## src/rtl/alu.sv

```systemverilog
// 16-bit ALU datapath slice. Combinational; the divider uses it in
// subtract mode, where cout=1 signals that no borrow occurred.
module alu #(
  parameter int WIDTH = 16
) (
  input  logic [WIDTH-1:0] i0,
  input  logic [WIDTH-1:0] i1,
  input  logic [1:0]       op,
  output logic [WIDTH-1:0] o,
  output logic             cout
);

  logic [WIDTH:0] sum;

  // op: 00 add, 01 subtract (i0 - i1), 10 and, 11 or
  always_comb begin
    sum = '0;
    case (op)
      2'b00:   sum = {1'b0, i0} + {1'b0, i1};
      2'b01:   sum = {1'b0, i0} + {1'b0, ~i1} + (WIDTH+1)'(1);
      2'b10:   sum = {1'b0, i0 & i1};
      default: sum = {1'b0, i0 | i1};
    endcase
    o    = sum[WIDTH-1:0];
    cout = sum[WIDTH];
  end

endmodule

```

## src/rtl/seq_divider.sv

```systemverilog
// Unsigned restoring divider. One quotient bit per cycle, using the shared
// ALU subtractor as the trial-subtract/compare. Start/busy/done handshake.
module seq_divider #(
  parameter int WIDTH = 16
) (
  input  logic             clk,
  input  logic             rst,
  input  logic             start,
  input  logic [WIDTH-1:0] dividend,
  input  logic [WIDTH-1:0] divisor,
  output logic             busy,
  output logic             done,
  output logic [WIDTH-1:0] quotient,
  output logic [WIDTH-1:0] remainder,
  output logic             div_by_zero
);

  localparam logic [1:0] IDLE = 2'd0;
  localparam logic [1:0] RUN  = 2'd1;
  localparam logic [1:0] DONE = 2'd2;

  localparam int CW = $clog2(WIDTH);
  localparam logic [CW-1:0] LAST = CW'(WIDTH - 1);

  logic [1:0]       state, next_state;
  logic [WIDTH-1:0] d_reg, q_reg, r_reg;
  logic [CW-1:0]    cnt;

  // Trial subtract of the shifted partial remainder against the divisor
  logic [WIDTH:0]   s;
  logic [WIDTH-1:0] diff, r_next, q_next;
  logic             no_borrow, take;

  assign s = {r_reg, q_reg[WIDTH-1]};

  alu #(.WIDTH(WIDTH)) u_alu (
    .i0   (s[WIDTH-1:0]),
    .i1   (d_reg),
    .op   (2'b01),
    .o    (diff),
    .cout (no_borrow)
  );

  // A set S[WIDTH] means S exceeds any divisor, so the subtract always takes
  // and the truncated difference is still exact.
  assign take   = s[WIDTH] | no_borrow;
  assign r_next = take ? diff : s[WIDTH-1:0];
  assign q_next = {q_reg[WIDTH-2:0], take};

  // State register
  always_ff @(posedge clk or posedge rst) begin
    if (rst) state <= IDLE;
    else     state <= next_state;
  end

  // Next-state logic; start is only looked at in IDLE
  always_comb begin
    next_state = state;
    case (state)
      IDLE:    if (start) next_state = (divisor == '0) ? DONE : RUN;
      RUN:     if (cnt == LAST) next_state = DONE;
      DONE:    next_state = IDLE;
      default: next_state = IDLE;
    endcase
  end

  // Handshake outputs decoded from the state register
  always_comb begin
    busy = (state == RUN) || (state == DONE);
    done = (state == DONE);
  end

  // Datapath: operand latch, restoring steps, result load
  always_ff @(posedge clk or posedge rst) begin
    if (rst) begin
      d_reg       <= '0;
      q_reg       <= '0;
      r_reg       <= '0;
      cnt         <= '0;
      quotient    <= '0;
      remainder   <= '0;
      div_by_zero <= 1'b0;
    end else begin
      case (state)
        IDLE: if (start) begin
          if (divisor != '0) begin
            d_reg       <= divisor;
            q_reg       <= dividend;
            r_reg       <= '0;
            cnt         <= '0;
            div_by_zero <= 1'b0;
          end else begin
            quotient    <= '1;
            remainder   <= dividend;
            div_by_zero <= 1'b1;
          end
        end
        RUN: begin
          r_reg <= r_next;
          q_reg <= q_next;
          cnt   <= cnt + CW'(1);
          if (cnt == LAST) begin
            quotient  <= q_next;
            remainder <= r_next;
          end
        end
        default: ;
      endcase
    end
  end

endmodule

```

## config.mk

```make
export PLATFORM = sky130hd
export DESIGN_NAME = seq_divider
export DESIGN_NICKNAME = d
export VERILOG_FILES = /design/src/rtl/alu.sv /design/src/rtl/seq_divider.sv
export SDC_FILE = /design/constraint.sdc
export NUM_CORES = 1
export LEC_CHECK = 0
export CAP_MARGIN = 0
export CORE_AREA = 2 2 96 98
export CTS_BUF_LIST = sky130_fd_sc_hd__clkbuf_4 sky130_fd_sc_hd__clkbuf_8 sky130_fd_sc_hd__clkbuf_16
export CTS_CLUSTER_SIZE = 25
export DETAILED_ROUTE_END_ITERATION = 8
export DIE_AREA = 0 0 98 100
export DONT_BUFFER_PORTS = 1
export PLACE_DENSITY = 0.66
export SYNTH_ARGS = -nofsm -noshare
export SYNTH_HDL_FRONTEND = slang
export SYNTH_SLANG_ARGS = --single-unit
```

## constraint.sdc

```tcl
create_clock -name clk -period 4 [get_ports clk]
set_input_delay 1.2 -clock clk [delete_from_list [all_inputs] [get_ports clk]]
set_output_delay 1.2 -clock clk [all_outputs]
set_load 0.005 [all_outputs]
```

# After elaboration in Yosys (flattened, before gate mapping)
# Index checks and enable logic that the tools add are counted.
# totals
word_cells	53
reg_bits	87
input_bits	35
out_inout_bits	35
# op_classes
bitwise	2
mux	23
n_reduce_logical	10
eq_ne	7
addsub	3
# ops
op	count
2-to-1 mux 16 bit	11
case mux 16 bit (2 select lines)	4
adder 16 x 16 -> 17 bit	1
adder 17 x 1 -> 17 bit, second input constant	1
zero test 16 bit	1
NOT 16 bit	1
nonzero test 16 bit	1
2-to-1 mux 4 bit	2
case mux 4 bit (2 select lines)	1
2-to-1 mux 2 bit	3
!= test 2 bit, second input constant	3
AND reduction 3 bit	2
adder 4 x 1 -> 4 bit, second input constant	1
equality test 4 bit, second input constant	1
case mux 2 bit (2 select lines)	1
AND reduction 2 bit	2
AND reduction 4 bit	1
equality test 2 x 1 -> 1 bit, second input constant	1
equality test 2 bit, second input constant	1
zero test 2 bit	1
!= test 2 x 1 -> 1 bit, second input constant	1
nonzero test 2 bit	1
logical OR 1 bit	1
2-to-1 mux 1 bit	1
OR 1 bit	1

# Logic depth before layout (Yosys ltp)
# depth
ltp_word	7
ltp_mapped	11
depth_no_buf	10

# Cells and area by module
# From an unflattened synthesis, not the netlist that was laid out.
# hier_totals
cells_unflattened	688
area_unflattened_um2	6620.1
# modules_own_cells
module	seq_area_each_um2	instances	cells_per_inst	area_per_inst_um2
seq_divider	2177.1	1	351	4290.4
alu	0.0	1	337	2329.7

# Worst setup path after synthesis
# No wires, ideal clock.
# synth_timing
path_kind	input to register
start	in divisor[13]
end	reg q_reg[0]
path_buffers	3
arrival_time_ps	2617
setup_ps	121
cell_stages	8
t_required_ps	3879
setup_slack_ps	1262
cell_sequence	nor4_1 > nand4_1 > nor2b_1 > clkbuf_1 > or2_1 > clkbuf_1 > buf_2 > o22a_1
# synth_via
elab_chain_len	3
# synth_rtl
item	line_no	text
start, declared	seq_divider.sv:10	input logic [WIDTH-1:0] divisor,
nonzero test 16 bit	seq_divider.sv:86	if (divisor != '0) begin
!= test 2 bit (no source line)	-	
AND reduction 3 bit (no source line)	-	
end signal, assigned	seq_divider.sv:88	q_reg <= dividend;
end signal, assigned	seq_divider.sv:100	q_reg <= q_next;
end, declared	seq_divider.sv:26	logic [WIDTH-1:0] d_reg, q_reg, r_reg;
# No other way between the ends.
# A chain may end at the register's enable or synchronous reset.

# Worst setup path in the final report
# layout_timing
start	in divisor[14]
end	reg cnt[2]
# layout_via
elab_chain_len	3
# layout_rtl
item	line_no	text
nonzero test 16 bit	seq_divider.sv:86	
!= test 2 bit (no source line)	-	
AND reduction 3 bit (no source line)	-	
end signal, assigned	seq_divider.sv:101	cnt <= cnt + CW'(1);
end, declared	seq_divider.sv:27	logic [CW-1:0] cnt;
# No other way between the ends.

==> run metrics <==
max_slew headroom=21.76%; Tot GR Track Use=about 23%; Static Leak=2.179 nW; final period utilization=87.00%; R2R depth=8; vias per inst=5.769; starting density of the core=between 50 and 60%; remaining global-route overflow=0; Slew @ Worst Pin=1.174 ns; Post-Layout Inst Area=4987 um2; Netlist cell types=59; area of the multi-input gates=roughly 2300 um2; hold crit path type=reg2reg; WHS Path Cells=1; total wire length=10620 um; DR pass1 iterations=4; total CTS buffers=9; power density over cell area=1032 nW/um2; Place WS=0.1546 ns; root buf cell=clkbuf_8; die span in y=100 um; cells after synthesis=532; Post-DP Area=between 4000 and 5000 um2; synthesis-stage register bit count=87; CP Max Fanout=70; CP max stage cell=or2_2; synth warn=0; first-pass GRT wire length=17810 um; CTS clk-pin slew, worst paths=approximately 0.09 ns; Fill cells=between 800 and 900; Hold Violations, Final=0; largest net degree at the start of global routing=71; arrival time of the worst setup path=3.73 ns; DRC viols=0; slowest stage delay, CP=roughly 1 ns; CTS sink cnt=87; Avg Inst Size Synth=8.864 um2; minimum clock period after layout=~3.5 ns; initial antenna violation count=0; CTS tree=done; worst skew pair latency=0.36 ns; num ports=70; area of the core=8890 um2; # placed instances=620; Final Wtd Congestion=0.9382; number of max-cap violations=0; dpl hpwl=~7800 um; PortBufs=0; count leader, synth=dfrtp_1; top cell type's share of synthesized area=46.17%; share of cells above drive strength 1=under 10%; Vias=3663; Area Growth Syn to Fin=5.757%; Main synth FF type=dfrtp_1; status=completed; fin worst setup slack=0.5199 ns; ANT cells=0; most frequent cells after synthesis=dfrtp_1 (87), nand2_1 (67), nor2_1 (64), o21ai_0 (52), inv_1 (40); final setup vio count=0; Post-synth EDFFs=0; Final Non-Filler Cells=between 600 and 700; H-tree levels=3; Setup TNS=0 ns; synthesized area=roughly 4700 um2; CTS Hold Buffers Added=0; Seq/Total Area, Yosys=46.17%; crit-path cells=nor4_1 > nand4_1 > nor2b_2 > or2_2 > o21ai_0 > nand2_1 > o21ai_1; CP endpoint kind=register; largest area contributor in the netlist=dfrtp_1; critical path class=in2reg; CP required=4.25 ns; RSZ-0062 raised after global routing=no; peak supply drop=0.0005197 V; Cell Rows=35; f_max=0.2873 GHz; Setup Fix Bufs, Post-CTS=0; Synth area leaders=dfrtp_1 (46%), o21ai_0 (5.5%), nand2_1 (5.3%); register area=between 2000 and 2500 um2; die footprint=~9800 um2; Final Max Slew Viols=0; final setup skew=a little over 0.01 ns; nets@finish=576; Mapped Nets=588; clk buf depth=2; PostCTS Resize Cnt=0; Avg WL per Cell=approximately 17 um; post-route ant nets=0; vias in the first global route=3629; startpoint types=primary input; 1st-iter DRT viols=190; Post-synth ARST share=100.0%; Die X=98 um
## layout make-up
type	instances	area share, %
inverters	41	3.111
well taps	111	2.785
clock inverters	6	1.831
flip-flops and latches	87	43.65
clock buffers	9	2.484
repair buffers	6	0.9032
multi-input cells	375	45.23
## through the flow
| step | hold slack (ns) | util, % | power, W |
|---|---|---|---|
| final | 0.5103 | 56.10 | 0.005149 |
| after CTS | 0.5134 | 56.10 | 0.005181 |
| after global routing | 0.5340 | 56.10 | 0.005651 |
| after global placement | 0.4904 | 53.68 | 0.004428 |
| after detailed placement | 0.5012 | 53.68 | 0.004487 |
| after floorplan | 0.4656 | - | 0.003908 |
## kinds of logic after synthesis
kind of cell,count (synthesis),synth area share (%)
AOI/OAI and AO/OA,167,23.35
muxes,5,1.088
buffers and inverters,70,6.208
DFF,87,46.17
adders and majority gates,21,5.731
xor gates and xnor gates,11,2.043
and+or+nand+nor,171,15.42
## worst max-delay path, delay by kind of cell
kind	cells	cell delay, ns
and+or+nand+nor	5	2.25
AOI/OAI and AO/OA	2	0.26
## cells in the final DEF, fill, tap and decap left out, types with 3 or more instances in the layout
cell type / instances
o21a_1: 5
clkbuf_8: 9
dfrtp_1: 87
inv_1: 39
nor4_1: 4
o21ai_0: 52
a21oi_1: 36
xnor2_1: 7
nor3_1: 9
nand3_1: 7
nor2b_1: 3
a31oi_1: 30
o211ai_1: 4
xor2_1: 4
mux2i_1: 4
ha_1: 20
nor2_1: 63
nand2_1: 67
a211oi_1: 3
nand4_1: 4
buf_4: 6
a21o_1: 5
a22oi_2: 6
nand2b_1: 3
## layer usage
layer  vias up  track usage (%)  routed length (um)
met3        15            4.805                 441
met1      1753            30.32                4737
met4         0            7.265                 233
met2        71            37.51                5210
met5         -                0                   0
li1       1824                -                   -
## final timing paths
path	startpoint	slack (ns)	endpoint
worst min-delay path	cnt[0]	0.51	cnt[0]
min in group asynchronous	rst	0.83	div_by_zero
worst max register to register	state[1]	0.74	cnt[2]
worst max-delay path	divisor[14]	0.52	cnt[2]
worst min register to register	cnt[0]	0.51	cnt[0]
max in group asynchronous	rst	2.38	quotient[5]
## report_power, final
| group | total, W | switching (W) | internal (W) |
|---|---|---|---|
| combinational | 0.00282 | 0.00173 | 0.00109 |
| clock | 0.000682 | 0.000329 | 0.000353 |
| sequential | 0.00165 | 0.000328 | 0.00132 |
No activity file was read; power rests on OpenSTA's default activity.
